===== config.mk =====
export PLATFORM = sky130hd
export DESIGN_NAME = rx_frame_ctrl_flat
export DESIGN_NICKNAME = d
export VERILOG_FILES = /design/src/rtl/rx_frame_ctrl_if.sv /design/src/rtl/rx_frame_ctrl.sv /design/src/flat_wrapper.sv
export SDC_FILE = /design/constraint.sdc
export NUM_CORES = 1
export LEC_CHECK = 0
export CORE_ASPECT_RATIO = 0.75
export CORE_MARGIN = 2
export CORE_UTILIZATION = 35
export CTS_BUF_LIST = sky130_fd_sc_hd__clkbuf_16
export CTS_CLUSTER_DIAMETER = 30
export CTS_CLUSTER_SIZE = 30
export DETAILED_ROUTE_END_ITERATION = 8
export GPL_TIMING_DRIVEN = 0
export SKIP_LAST_GASP = 1
export SYNTH_ARGS = -nofsm -noshare
export SYNTH_HDL_FRONTEND = slang
export SYNTH_SLANG_ARGS = --single-unit

===== constraint.sdc =====
create_clock -name clk -period 2.2 [get_ports clk]
set_input_delay 0.66 -clock clk [delete_from_list [all_inputs] [get_ports clk]]
set_output_delay 0.66 -clock clk [all_outputs]
set_load 0.1 [all_outputs]

===== src/rtl/rx_frame_ctrl_if.sv =====
// Output word channel of rx_frame_ctrl: a one-entry register drained by the consumer.
// A word transfers on a rising edge where out_valid and out_ready are both 1; out_data is stable while out_valid is high.
interface rx_frame_ctrl_if #(
    parameter int DATA_W = 8
) ();
    logic [DATA_W-1:0] out_data;
    logic              out_valid;
    logic              out_ready;

    modport master (
        output out_data,
        output out_valid,
        input  out_ready
    );

    modport slave (
        input  out_data,
        input  out_valid,
        output out_ready
    );
endinterface


===== src/rtl/rx_frame_ctrl.sv =====
// Frame controller for a one-bit-per-clock serial receiver: start, DATA_W data bits LSB first, parity, stop.
// Define RX_ERRCNT_EN to add the 8-bit saturating err_count output.
module rx_frame_ctrl #(
    parameter int DATA_W     = 8,
    parameter bit PARITY_ODD = 1'b0
) (
    input  logic              clk,
    input  logic              rst_n,
    input  logic              rx,
    rx_frame_ctrl_if.master   out_if,
    output logic [DATA_W-1:0] leds,
    output logic              busy,
    output logic              parity_err,
    output logic              stop_err,
    output logic              overrun,
`ifdef RX_ERRCNT_EN
    output logic [7:0]        err_count,
`endif
    output logic [1:0]        dbg_state
);

    localparam int IDX_W = $clog2(DATA_W) + 1;
    localparam logic [IDX_W-1:0] LAST_IDX = IDX_W'(DATA_W - 1);

    typedef enum logic [1:0] {
        IDLE   = 2'd0,
        DATA   = 2'd1,
        PARITY = 2'd2,
        STOP   = 2'd3
    } state_e;

    state_e            state_q,      state_d;
    logic [IDX_W-1:0]  bit_idx_q,    bit_idx_d;
    logic [DATA_W-1:0] shift_q,      shift_d;
    logic              pbit_q,       pbit_d;
    logic [DATA_W-1:0] out_data_q,   out_data_d;
    logic              out_valid_q,  out_valid_d;
    logic [DATA_W-1:0] leds_q,       leds_d;
    logic              parity_err_q, parity_err_d;
    logic              stop_err_q,   stop_err_d;
    logic              overrun_q,    overrun_d;
`ifdef RX_ERRCNT_EN
    logic [7:0]        err_count_q,  err_count_d;
`endif

    always_comb begin
        state_d      = state_q;
        bit_idx_d    = bit_idx_q;
        shift_d      = shift_q;
        pbit_d       = pbit_q;
        out_data_d   = out_data_q;
        out_valid_d  = out_valid_q;
        leds_d       = leds_q;
        parity_err_d = 1'b0;
        stop_err_d   = 1'b0;
        overrun_d    = 1'b0;

        // A consumer transfer empties the register unless a new word lands on the same edge.
        if (out_valid_q && out_if.out_ready) begin
            out_valid_d = 1'b0;
        end

        case (state_q)
            IDLE: begin
                if (!rx) begin
                    state_d   = DATA;
                    bit_idx_d = '0;
                end
            end
            DATA: begin
                for (int i = 0; i < DATA_W; i++) begin
                    if (bit_idx_q == IDX_W'(i)) begin
                        shift_d[i] = rx;
                    end
                end
                bit_idx_d = bit_idx_q + IDX_W'(1);
                if (bit_idx_q == LAST_IDX) begin
                    state_d = PARITY;
                end
            end
            PARITY: begin
                pbit_d  = rx;
                state_d = STOP;
            end
            STOP: begin
                state_d = IDLE;
                if (!rx) begin
                    stop_err_d = 1'b1;
                end else if ((^shift_q ^ pbit_q) != PARITY_ODD) begin
                    parity_err_d = 1'b1;
                    leds_d       = '1;
                end else begin
                    // LEDs show every good word, even one lost to a full output register.
                    leds_d = shift_q;
                    if (!out_valid_q || out_if.out_ready) begin
                        out_data_d  = shift_q;
                        out_valid_d = 1'b1;
                    end else begin
                        overrun_d = 1'b1;
                    end
                end
            end
            default: state_d = IDLE;
        endcase
    end

`ifdef RX_ERRCNT_EN
    always_comb begin
        err_count_d = err_count_q;
        if ((parity_err_d || stop_err_d) && (err_count_q != 8'hFF)) begin
            err_count_d = err_count_q + 8'd1;
        end
    end
`endif

    always_ff @(posedge clk or negedge rst_n) begin
        if (!rst_n) begin
            state_q      <= IDLE;
            bit_idx_q    <= '0;
            shift_q      <= '0;
            pbit_q       <= 1'b0;
            out_data_q   <= '0;
            out_valid_q  <= 1'b0;
            leds_q       <= '0;
            parity_err_q <= 1'b0;
            stop_err_q   <= 1'b0;
            overrun_q    <= 1'b0;
`ifdef RX_ERRCNT_EN
            err_count_q  <= '0;
`endif
        end else begin
            state_q      <= state_d;
            bit_idx_q    <= bit_idx_d;
            shift_q      <= shift_d;
            pbit_q       <= pbit_d;
            out_data_q   <= out_data_d;
            out_valid_q  <= out_valid_d;
            leds_q       <= leds_d;
            parity_err_q <= parity_err_d;
            stop_err_q   <= stop_err_d;
            overrun_q    <= overrun_d;
`ifdef RX_ERRCNT_EN
            err_count_q  <= err_count_d;
`endif
        end
    end

    assign out_if.out_data  = out_data_q;
    assign out_if.out_valid = out_valid_q;
    assign leds             = leds_q;
    assign busy             = (state_q != IDLE);
    assign parity_err       = parity_err_q;
    assign stop_err         = stop_err_q;
    assign overrun          = overrun_q;
    assign dbg_state        = state_q;
`ifdef RX_ERRCNT_EN
    assign err_count        = err_count_q;
`endif

endmodule


===== src/flat_wrapper.sv =====
// flat-port wrapper written by rule: the top's interface ports become plain ports
module rx_frame_ctrl_flat 
#(
    parameter int DATA_W     = 8,
    parameter bit PARITY_ODD = 1'b0
)
  (clk, rst_n, rx, leds, busy, parity_err, stop_err, overrun, dbg_state, out_if_out_data, out_if_out_valid, out_if_out_ready);
  rx_frame_ctrl_if #(.DATA_W(DATA_W)) out_if_i ();
  input  logic clk;
  input  logic rst_n;
  input  logic rx;
  output logic [DATA_W-1:0] leds;
  output logic busy;
  output logic parity_err;
  output logic stop_err;
  output logic overrun;
  output logic [1:0] dbg_state;
  output wire logic [$bits(out_if_i.out_data)-1:0] out_if_out_data;
  output wire logic [$bits(out_if_i.out_valid)-1:0] out_if_out_valid;
  input wire logic [$bits(out_if_i.out_ready)-1:0] out_if_out_ready;
  assign out_if_out_data = out_if_i.out_data;
  assign out_if_out_valid = out_if_i.out_valid;
  assign out_if_i.out_ready = out_if_out_ready;
  rx_frame_ctrl #(.DATA_W(DATA_W), .PARITY_ODD(PARITY_ODD)) u_core (.clk(clk), .rst_n(rst_n), .rx(rx), .out_if(out_if_i), .leds(leds), .busy(busy), .parity_err(parity_err), .stop_err(stop_err), .overrun(overrun), .dbg_state(dbg_state));
endmodule

==> results.yml, run 1 <==
timing:
  hold_violations: 0
  worst_pin_slew_ns: 0.9591
  timing.final.crit_period_ns: 2.170
  setup_violations: 0
  timing.setup.tns_ns: 0
  rsz0062_at_grt: "no"
  maxSlewHeadroom: 0.3631
  skew_ns: 0.004689
  whs_ns: 0.4603
  fmax_mhz: 460.9
  fin_crit_sh: 0.9862
  slew_violations: 0
floorplanning:
  die_w_um: 83.38
  die_y_um: 63.54
  initial_utilization: 0.3681
  coreArea_mm2: 0.004493
  io_pins: 27
  row_count: 21
  die_area_mm2: 0.005298
routing:
  drt-initial-drc-count: 26
  routed_wl_mm: 3.177
  routed_via_density: 4.836
  drc: 0
  drt_pass1_iterations: 4
  wl_per_cell_um: 13.69
  num_vias: 1122
  antenna_left: 0
setup_path:
  cp_top_family: "buffers and inverters"
  critPathRequiredTime_ns: 1.54
  worstPathArrival_ns: 1.51
  critical_path_class: "reg -> out"
  cp_slowest_stage_delay_ns: 0.84
  cp-start-kind: "flip-flop"
  critical_path.cell_chain: "clkdlybuf4s15_1"
  end_kind: "primary output"
  critical_path.max_fanout: 5
  worstPathBufferInverterCount: 1
  slowest_stage: "clkdlybuf4s15_1"
layout:
  diodes: 0
  drive_above_1_share: 0.2171
  nNetsFinal: 187
  finish.utilization: 0.4701
  design_area_mm2: 0.002112
  fillers: 426
  area_growth_syn_to_layout_pct: 27.69
placed_design:
  gp_congestion: 0.7670
  io_buffer_count: 26
  placed_area_mm2: 0.001987
  hpwl_mm: 2.312
clock_tree:
  clockBufferDepth: 2
  hold_buffers: 0
  clk_pin_slew_worst_paths_ns: 0.05
  cts_buffers: 5
  clock_sinks: 35
  clock_latency_ns: 0.27
  cts_tree: "yes"
  root_buffer: "clkbuf_16"
  htreeDepth: 2
synthesis:
  synth.largest_area_cell: "dfrtp_1"
  ys_warn_count: 0
  synth_sequential_area_ratio: 0.5295
  netlist_instances: 140
  synth_cell_types: 27
  synth.top_cell.area_share: 0.5295
  synthTopCellsByArea: "dfrtp_1, mux2_2, ha_1, nor2_1, nand3_1"
  yosys_register_bits: 35
  synth_nets: 153
  synth_area_per_cell_um2: 11.81
  synthesis.area_mm2: 0.001654
global_route:
  globalRouteTotalUtil: 0.1341
  grt_pass1_wl_mm: 5.520
  grt_max_degree: 36
  first_global_vias: 1197
  overflow: 0
  grt_antenna_before_repair: 0
run_status:
  outcome: "finished clean"
worst_hold_path:
  hold_path.class: "in -> async"
run:
  drv_cap: 0
cells in the final DEF, fill, tap and decap left out, types with 2 or more instances in the layout:
master / instances
inv_1: 4
nand2b_1: 2
ha_1: 9
clkbuf_1: 3
a21oi_1: 8
nand2_1: 7
clkbuf_16: 5
clkinvlp_4: 2
dlygate4sd2_1: 20
o21ai_0: 2
dfrtp_1: 33
a22o_1: 2
clkinv_1: 2
nor3b_1: 2
nand3_1: 10
mux2_2: 18
mux2i_1: 2
clkdlybuf4s50_1: 2
buf_2: 2
nor2b_1: 2
buf_4: 2
xnor2_1: 3
dfrtp_2: 2
nor2_1: 19
clkdlybuf4s15_1: 2
routing by layer:
| metal | GRT usage | vias to the layer above | wire length, um |
|---|---|---|---|
| met3 | 0.04456 | 8 | 172 |
| met5 | 0 | - | 0 |
| met4 | 0.06148 | 0 | 56 |
| li1 | - | 548 | - |
| met2 | 0.2056 | 31 | 1323 |
| met1 | 0.1724 | 535 | 1625 |
path summary, 6_finish.rpt:
kind                                                            start                                    end  slack, ns  depth (start not counted)
worst max-delay path                  u_core.dbg_state[1]$_DFFE_PN0P_                           dbg_state[1]       0.03                          1
worst min-delay path                                            rst_n          u_core.shift_q[3]$_DFFE_PN0P_       0.46                          1
worst max register to register          u_core.shift_q[1]$_DFFE_PN0P_  u_core.out_if.out_data[2]$_DFFE_PN0P_       0.28                          5
worst min register to register  u_core.out_if.out_data[3]$_DFFE_PN0P_  u_core.out_if.out_data[3]$_DFFE_PN0P_       0.50                          1
max in group asynchronous                                       rst_n        u_core.dbg_state[1]$_DFFE_PN0P_       1.20                          1
min in group clk                u_core.out_if.out_data[3]$_DFFE_PN0P_  u_core.out_if.out_data[3]$_DFFE_PN0P_       0.50                          1
per-stage QoR:
| stage | cells | worst slack, ns |
|---|---|---|
| 2_1_floorplan | 140 | 0.03579 |
| 3_3_place_gp | 223 | -0.4250 |
| 3_5_place_dp | 223 | -0.4639 |
| 4_1_cts | 232 | -0.1081 |
| 5_1_grt | 232 | 0.0003345 |
| 6_report | 232 | 0.03034 |
cell type report:
cell class,count,area [um^2],share of cell area
Clock buffer,5,125.1,0.05924
Timing Repair Buffer,28,242.7,0.1149
Multi-Input combinational cell,95,740.7,0.3507
Sequential cell,35,878.3,0.4159
Buffer,4,16.27,0.007701
Inverter,5,22.52,0.01066
Tap cell,57,71.32,0.03377
Clock inverter,3,15.01,0.007109
worst reg2reg max path: stages, from the launching register on:
cell,delay [ns]
dfrtp_1,0.40
xnor3_4,0.53
and3_2,0.25
mux2i_4,0.14
buf_4,0.17
mux2_2,0.33
sequential cells by signal, indices dropped and copies added (netlist names):
name,flops
u_core.pbit_q,1
u_core.overrun,1
u_core.dbg_state,2
u_core.shift_q,8
u_core.out_if.out_data,8
u_core.bit_idx_q,4
u_core.parity_err,1
u_core.leds,8
u_core.out_if.out_valid,1
u_core.stop_err,1
cell usage after synthesis:
cell type and n:
nor2b_1 2, nand2_1 7, nand2b_1 2, and2_1 1, buf_2 1, clkbuf_1 3, a21boi_0 1, nand3_1 10
dfrtp_1 35, nor2_1 19, a21oi_1 8, xnor2_1 3, xnor3_4 1, and3_2 1, a22o_1 2, a21bo_2 1
xor2_1 1, xnor3_2 1, mux2_2 18, mux2i_4 1, inv_1 5, o21ai_0 2, buf_1 1, a32o_1 1
ha_1 9, mux2i_1 2, nor3b_1 2
cells by family (layout without fill, tap and decap cells):
| kind of cell | Yosys count | in the layout | synth area share |
|---|---|---|---|
| compound gates | 15 | 15 | 0.05749 |
| xor+xnor | 6 | 6 | 0.05144 |
| fa+ha+maj | 9 | 9 | 0.06808 |
| buf+inv | 10 | 45 | 0.02344 |
| flops | 35 | 35 | 0.5295 |
| mux | 21 | 21 | 0.1483 |
| simple gates | 44 | 44 | 0.1218 |
timing repair:
item | CTS | global route
resized for setup | 27 | 4
endpoints found under the hold margin | 0 | 0
setup buffers | 2 | 0
setup endpoints to repair | 31 | 2
pin swaps | 0 | 0
Power of run 1 is not shown: default switching activity piles up to over one toggle a cycle in this logic, so the estimate is an artifact.
==> inputs of run 2 (changes only) <==
--- a/config.mk
+++ b/config.mk
@@ -7,7 +7,7 @@
 export LEC_CHECK = 0
 export CORE_ASPECT_RATIO = 0.75
 export CORE_MARGIN = 2
-export CORE_UTILIZATION = 35
+export CORE_UTILIZATION = 30
 export CTS_BUF_LIST = sky130_fd_sc_hd__clkbuf_16
 export CTS_CLUSTER_DIAMETER = 30
 export CTS_CLUSTER_SIZE = 30
==> results.yml, run 2 (synthesized netlist as in run 1, its figures left out) <==
layout:
  final_common_cell: "dfrtp_1"
  final_cell_mix: "dfrtp_1, dlygate4sd2_1, nor2_1"
  regArea_um2: 878.3
  drive_above_1_share: 0.2286
  nNetsFinal: 187
  area_growth_syn_to_layout_pct: 30.26
  fillers: 532
  multi_input_area_um2: 742.0
  diodes: 0
routing:
  routed.top_layer: "met4"
  drt-initial-drc-count: 53
  wl_per_cell_um: 12.41
  wl_met3_um: 132
  drc: 0
  wl_met1_mm: 1.697
  antenna_left: 0
  drt_pass1_iterations: 4
  routed-wl-met2_mm: 1.219
  routed_via_density: 4.464
  routed_wl_mm: 3.103
  num_vias: 1116
floorplanning:
  die_area_mm2: 0.006130
  io_pins: 27
  die_w_um: 89.74
  die_y_um: 68.31
  row_count: 23
  initial_utilization: 0.3107
  coreArea_mm2: 0.005324
setup_path:
  critical_path.cell_chain: "clkdlybuf4s15_1"
  cp_slowest_stage_delay_ns: 0.83
  worstPathArrival_ns: 1.49
  cp.depth: 1
  critPathRequiredTime_ns: 1.54
  cp_top_family: "buffers and inverters"
  cp-start-kind: "flip-flop"
  critical_path.max_fanout: 4
  slowest_stage: "clkdlybuf4s15_1"
  worstPathBufferInverterCount: 1
  reg2reg_depth: 5
  end_kind: "primary output"
  critical_path_class: "reg -> out"
global_route:
  globalRouteTotalUtil: 0.1190
  grt_antenna_before_repair: 0
  grt_pass1_wl_mm: 5.478
  overflow: 0
  grt_max_degree: 36
  first_global_vias: 1133
timing:
  setup_violations: 0
  skew_ns: 0.003782
  slew_violations: 0
  fin_crit_sh: 0.9789
  worst_pin_slew_ns: 0.9559
  fin_ws_ns: 0.04638
  whs_ns: 0.4619
  maxSlewHeadroom: 0.3653
  timing.setup.tns_ns: 0
  timing.final.crit_period_ns: 2.154
  rsz0062_at_grt: "no"
  hold_violations: 0
  fmax_mhz: 464.3
placed_design:
  gp_congestion: 0.8128
  place_ws_ns: -0.5106
  io_buffer_count: 26
  hpwl_mm: 2.205
clock_tree:
  clock_sinks: 35
  clock_latency_ns: 0.28
  cts_buffers: 5
  root_buffer: "clkbuf_16"
  cts_tree: "yes"
  clockBufferDepth: 2
  htreeDepth: 2
  clk_pin_slew_worst_paths_ns: 0.06
run_status:
  outcome: "finished clean"
worst_hold_path:
  hold_path.class: "in -> async"
run:
  drv_cap: 0
run 2: layer usage:
| metal | vias up | GRT usage |
|---|---|---|
| met4 | 0 | 0.07115 |
| li1 | 542 | - |
| met2 | 23 | 0.1591 |
| met5 | - | 0 |
| met1 | 547 | 0.1694 |
| met3 | 4 | 0.03524 |
run 2: repair_timing:
action                                 4_1_cts  5_1_grt
hold buffers                                 0        0
resized for setup                           27        6
setup endpoints to repair                   31        8
endpoints found under the hold margin        0        0
setup buffers                                2        0
run 2: stage by stage:
stage | instances | area [um^2] | util
after floorplan | 140 | 1660 | -
after global placement | 241 | 2014 | 0.3784
after detailed placement | 241 | 2009 | 0.3774
after CTS | 250 | 2161 | 0.4059
after global routing | 250 | 2155 | 0.4047
final | 250 | 2155 | 0.4047
run 2: layout make-up:
class,instances,area share
buffer,4,0.007549
tap,75,0.04355
clock buffer,5,0.05807
sequential,35,0.4077
clock inverter,3,0.01800
timing repair buffer,28,0.1103
multi-input combinational,95,0.3444
inverter,5,0.01045
run 2: worst paths after layout:
| check | start | end | slack [ns] |
|---|---|---|---|
| max reg2reg | u_core.shift_q[1]$_DFFE_PN0P_ | u_core.out_if.out_data[5]$_DFFE_PN0P_ | 0.24 |
| min in group clk | u_core.out_if.out_data[0]$_DFFE_PN0P_ | u_core.out_if.out_data[0]$_DFFE_PN0P_ | 0.50 |
| max in group asynchronous | rst_n | u_core.dbg_state[0]$_DFFE_PN0P_ | 1.20 |
| min reg2reg | u_core.out_if.out_data[0]$_DFFE_PN0P_ | u_core.out_if.out_data[0]$_DFFE_PN0P_ | 0.50 |
| max | u_core.dbg_state[0]$_DFFE_PN0P_ | dbg_state[0] | 0.05 |
| min | rst_n | u_core.parity_err$_DFF_PN0_ | 0.46 |
Power of run 2 is left out for the same reason.
==> inputs of run 3 (changes only) <==
--- a/config.mk
+++ b/config.mk
@@ -7,12 +7,13 @@
 export LEC_CHECK = 0
 export CORE_ASPECT_RATIO = 0.75
 export CORE_MARGIN = 2
-export CORE_UTILIZATION = 30
+export CORE_UTILIZATION = 52
 export CTS_BUF_LIST = sky130_fd_sc_hd__clkbuf_16
 export CTS_CLUSTER_DIAMETER = 30
 export CTS_CLUSTER_SIZE = 30
 export DETAILED_ROUTE_END_ITERATION = 8
 export GPL_TIMING_DRIVEN = 0
+export PLACE_DENSITY = 0.78
 export SKIP_LAST_GASP = 1
 export SYNTH_ARGS = -nofsm -noshare
 export SYNTH_HDL_FRONTEND = slang
==> results.yml, run 3 (synthesized netlist as in run 1, its figures left out) <==
run_status:
  outcome: "finished clean"
clock_tree:
  clockBufferDepth: 2
  clock_latency_ns: 0.28
  cts_tree: "yes"
  hold_buffers: 0
  htreeDepth: 2
  clock_sinks: 35
  root_buffer: "clkbuf_16"
  cts_buffers: 5
  clk_pin_slew_worst_paths_ns: 0.05
routing:
  drt-initial-drc-count: 77
  drc: 0
  wl_per_cell_um: 14.83
  num_vias: 1131
  routed_wl_mm: 3.158
  drt_pass1_iterations: 4
  routed_via_density: 5.310
  antenna_left: 0
timing:
  fmax_mhz: 463.1
  rsz0062_at_grt: "no"
  fin_crit_sh: 0.9815
  slew_violations: 0
  setup_violations: 0
  skew_ns: 0.004087
  maxSlewHeadroom: 0.3550
  worst_pin_slew_ns: 0.9713
  hold_violations: 0
  timing.final.crit_period_ns: 2.159
placed_design:
  hpwl_mm: 2.192
  gp_congestion: 0.8619
  io_buffer_count: 26
  placedCellCount: 204
setup_path:
  critPathRequiredTime_ns: 1.54
  critical_path.max_fanout: 5
  slowest_stage: "clkdlybuf4s15_1"
  cp_top_family: "buffers and inverters"
  end_kind: "primary output"
  cp_slowest_stage_delay_ns: 0.83
  worstPathBufferInverterCount: 1
  cp-start-kind: "flip-flop"
  critical_path_class: "reg -> out"
  worstPathArrival_ns: 1.50
  critical_path.cell_chain: "clkdlybuf4s15_1"
layout:
  area_growth_syn_to_layout_pct: 26.17
  final_common_cell: "dfrtp_1"
  drive_above_1_share: 0.2171
  finish.utilization: 0.7008
  nNetsFinal: 187
  final_cell_mix: "dfrtp_1, dlygate4sd2_1, nor2_1"
  diodes: 0
  fin_cells: 213
global_route:
  grt_antenna_before_repair: 0
  overflow: 0
  grt_max_degree: 36
  globalRouteTotalUtil: 0.2065
  first_global_vias: 1181
  grt_pass1_wl_mm: 5.651
worst_hold_path:
  hold_path.class: "in -> async"
run:
  drv_cap: 0
floorplanning:
  initial_utilization: 0.5555
  die_area_mm2: 0.003653
  io_pins: 27
  die_y_um: 52.85
  coreArea_mm2: 0.002978
  row_count: 17
  die_w_um: 69.13
==> run 3: through the flow <==
stage | setup slack (ns) | instance area, um^2 | TNS (ns) | hold slack [ns]
2_1_floorplan | 0.03579 | 1660 | 0 | 0.3644
3_3_place_gp | -0.3974 | 1968 | -9.732 | 0.4864
3_5_place_dp | -0.4453 | 1963 | -3.892 | 0.4972
4_1_cts | -0.1125 | 2086 | -0.1125 | 0.4806
5_1_grt | 0.002501 | 2087 | 0 | 0.5162
6_report | 0.04069 | 2087 | 0 | 0.4528
==> run 3: layer usage <==
layer | GRT usage | part of all wire | wire length, um | vias to the layer above
li1 | - | - | - | 541
met2 | 0.3173 | 0.47 | 1491 | 31
met3 | 0.07115 | 0.045 | 142 | 6
met4 | 0.08497 | 0.012 | 39 | 0
met5 | 0 | 0 | 0 | -
met1 | 0.2706 | 0.47 | 1484 | 553
==> run 3: final timing paths <==
| kind | cells after the start | to | from | slack [ns] |
|---|---|---|---|---|
| hold reg to reg | 1 | u_core.out_if.out_data[3]$_DFFE_PN0P_ | u_core.out_if.out_data[3]$_DFFE_PN0P_ | 0.50 |
| hold / removal | 1 | u_core.leds[4]$_DFFE_PN0P_ | rst_n | 0.45 |
| setup / recovery | 1 | dbg_state[1] | u_core.dbg_state[1]$_DFFE_PN0P_ | 0.04 |
| setup reg to reg | 5 | u_core.out_if.out_data[1]$_DFFE_PN0P_ | u_core.shift_q[1]$_DFFE_PN0P_ | 0.22 |
| min in group clk | 1 | u_core.out_if.out_data[3]$_DFFE_PN0P_ | u_core.out_if.out_data[3]$_DFFE_PN0P_ | 0.50 |
| max in group asynchronous | 1 | u_core.dbg_state[1]$_DFFE_PN0P_ | rst_n | 1.22 |
==> run 3: area by class of cell <==
cell class	count	area (um^2)
timing repair buffer	28	242.7
fill	227	890.9
multi-input combinational	95	742.0
sequential	35	878.3
buffer	4	16.27
clock buffer	5	125.1
tap	38	47.55
clock inverter	3	12.51
inverter	5	22.52
==> run 3: what timing repair did <==
action	in CTS	in global routing
buffers inserted	2	0
endpoints found under the setup margin	31	11
gates resized for setup	25	7
cloned	0	0
Power of run 3 is left out for the same reason.
==> edit: new RTL, flow settings as in run 3 <==
`DATA_W` is set to 8 in 3 places; all go to 16.
--- a/src/rtl/rx_frame_ctrl_if.sv
+++ b/src/rtl/rx_frame_ctrl_if.sv
@@ -1,7 +1,7 @@
 // Output word channel of rx_frame_ctrl: a one-entry register drained by the consumer.
 // A word transfers on a rising edge where out_valid and out_ready are both 1; out_data is stable while out_valid is high.
 interface rx_frame_ctrl_if #(
-    parameter int DATA_W = 8
+    parameter int DATA_W = 16
 ) ();
     logic [DATA_W-1:0] out_data;
     logic              out_valid;
--- a/src/rtl/rx_frame_ctrl.sv
+++ b/src/rtl/rx_frame_ctrl.sv
@@ -1,7 +1,7 @@
 // Frame controller for a one-bit-per-clock serial receiver: start, DATA_W data bits LSB first, parity, stop.
 // Define RX_ERRCNT_EN to add the 8-bit saturating err_count output.
 module rx_frame_ctrl #(
-    parameter int DATA_W     = 8,
+    parameter int DATA_W     = 16,
     parameter bit PARITY_ODD = 1'b0
 ) (
     input  logic              clk,
--- a/src/flat_wrapper.sv
+++ b/src/flat_wrapper.sv
@@ -1,7 +1,7 @@
 // flat-port wrapper written by rule: the top's interface ports become plain ports
 module rx_frame_ctrl_flat 
 #(
-    parameter int DATA_W     = 8,
+    parameter int DATA_W     = 16,
     parameter bit PARITY_ODD = 1'b0
 )
   (clk, rst_n, rx, leds, busy, parity_err, stop_err, overrun, dbg_state, out_if_out_data, out_if_out_valid, out_if_out_ready);
Ports: changed (resized leds and out_if_out_data); port bits go from 27 to 43. No check against the original RTL was run, so the function may have changed too.
==> edit against run 3 <==
- the run now ends with negative setup slack left
- sequential cell count grew 25
- synthesized area is 65% higher
- cell area rose by 74%
- routed wire length grew 77%
- register-to-register slack lost 0.25 ns
- fmax fell by 3.1%
- worst setup slack lost 0.069 ns
- critical path depth grew 6
- critical path type is now reg -> reg
- critical endpoint is now u_core.out_if.out_data[11]
- largest cell class unchanged
- highest routed layer unchanged
Power is left out: the tool's default activity adds up to more than one toggle a clock period on the data nets, which glitch-free logic cannot reach.
==> edit: results (changes against run 3) <==
* outcome: finished with violations, was finished clean
* violated checks: negative setup slack
* count of input and output buffers: 42, was 26
* maximum number of pins on one net before global-route repair: 35, was 36
* number of buffers created by CTS: 9, was 5
* arrival time at the worst endpoint: 2.43 ns, was 1.50 ns
* Max Buffers Root-to-Sink: 2, unchanged
* buffer cell driving the clock tree root: sky130_fd_sc_hd__clkbuf_16, unchanged
* sequential area share after synthesis: 0.550, was 0.530
* Worst Slack Setup Final: -0.0281 ns, was 0.0407 ns
* Clock Skews: 0.00691 ns, was 0.00409 ns
* global-route wire length before repair: 9.09 mm, was 5.65 mm
* number of nets in the synthesized netlist: 225, was 153
* GRT Util Overall: 0.212, was 0.206
* total cell area at the placement stage: 0.00327 mm^2, was 0.00196 mm^2
* Setup Viol. Count Final: 15, was 0
* met3 Resource Use GR: 0.0719, was 0.0712
* sum of negative setup slack: -0.237 ns, was 0 ns
* post-DR vias/cell: 5.28, was 5.31
* met1 track demand over resource: 0.289, was 0.271
* sequential standard cell area: 0.00151 mm^2, was 878 um^2
* fraction of layout instances using a drive strength above 1: 0.314, was 0.217
* number of antenna violations at the first check in global routing: 0, unchanged
* Max H-tree Level: 3, was 2
* Detailed Route WL: 5.60 mm, was 3.16 mm
* top area cells in the synthesized netlist: sky130_fd_sc_hd__dfrtp_1 55%, sky130_fd_sc_hd__mux2_2 9.5%, sky130_fd_sc_hd__mux2_4 5.5%, was sky130_fd_sc_hd__dfrtp_1 53%, sky130_fd_sc_hd__mux2_2 12%, sky130_fd_sc_hd__ha_1 6.8%
* Most Crowded Layer GR: met2, unchanged
* number of warnings issued by yosys: 0, unchanged
* fillers: 332, was 227
* Clk Latency, worst-skew pair: 0.32 ns, was 0.28 ns
* NumNets Final: 291, was 187
* GPL Wtd Cong: 0.887, was 0.862
* met2 GRT Util: 0.312, was 0.317
* count of different cell masters after synthesis: 34, was 27
* first-iteration detailed-routing DRC count: 137, was 77
* maximum fanout along the worst path: 5, unchanged
* vias in the first global route: 1810, was 1181
* ranking of synthesized cells by instance count: 60 x sky130_fd_sc_hd__dfrtp_1, 23 x sky130_fd_sc_hd__mux2_2, 15 x sky130_fd_sc_hd__nor2_1, 15 x sky130_fd_sc_hd__o22a_1, 14 x sky130_fd_sc_hd__nand2_1, was 35 x sky130_fd_sc_hd__dfrtp_1, 19 x sky130_fd_sc_hd__nor2_1, 18 x sky130_fd_sc_hd__mux2_2, 10 x sky130_fd_sc_hd__nand3_1, 9 x sky130_fd_sc_hd__ha_1
* Relative slew margins: 0.366, was 0.355
* final HPWL from detailed placement: 3.64 mm, was 2.19 mm
[edit: path summary, 6_finish.rpt]
| kind | startpoint | cells past startpoint | slack, ns | endpoint |
|---|---|---|---|---|
| setup / recovery | u_core.shift_q[6] | 7 | -0.03 | u_core.out_if.out_data[11] |
| hold reg to reg | u_core.out_if.out_data[8] | 1 | 0.50 | u_core.out_if.out_data[8] |
| min in group clk | u_core.out_if.out_data[8] | 1 | 0.50 | u_core.out_if.out_data[8] |
| hold / removal | rst_n | 1 | 0.35 | u_core.out_if.out_data[3] |
| setup reg to reg | u_core.shift_q[6] | 7 | -0.03 | u_core.out_if.out_data[11] |
| max in group asynchronous | rst_n | 2 | 1.24 | u_core.dbg_state[1] |
[edit: logic make-up (layout without fill, tap and decap cells)]
group	Yosys count	after routing	synth area share
buffers and inverters	18	89	0.0326
xor gates and xnor gates	15	15	0.0592
AOI/OAI and AO/OA	29	29	0.0817
and+or+nand+nor	48	48	0.0849
muxes	33	33	0.150
adders and majority gates	9	9	0.0413
DFF	60	60	0.550
[edit: worst max-delay path, stage by stage, from the launching register on]
cell and delay (ns):
sky130_fd_sc_hd__dfrtp_2 0.42, sky130_fd_sc_hd__xnor2_2 0.18, sky130_fd_sc_hd__xnor3_2 0.46, sky130_fd_sc_hd__xnor2_2 0.18, sky130_fd_sc_hd__xnor2_2 0.24, sky130_fd_sc_hd__nand3_4 0.16
sky130_fd_sc_hd__buf_12 0.18, sky130_fd_sc_hd__mux2_4 0.29
[edit: area by class of cell]
type                    count  area share
plain buffers              10      0.0183
clock buffers               9      0.0622
clock inverters             7     0.00968
inverters                   8     0.00933
multi-input cells         134       0.318
flip-flops and latches     60       0.417
well taps                  72      0.0249
repair buffers             55       0.141
[edit: repair_timing]
action / CTS / global route
pin swaps: 5 / 4
resized for setup: 54 / 47
endpoints found under the setup margin: 57 / 65
cloned: 1 / 1
hold endpoints to repair: 0 / 0
setup buffers: 6 / 4
[edit: stage by stage]
step | cells | setup slack [ns]
finish | 355 | -0.0281
global route | 355 | -0.106
CTS | 350 | -0.190
detailed placement | 327 | -0.553
global placement | 326 | -1.79
floorplan | 212 | 0.0422
[edit: metal layers]
metal  vias to the layer above  routed length (um)
met2                        70                2530
met5                         -                   0
met3                        12                 308
li1                        872                   -
met1                       920                2650
met4                         0                 114
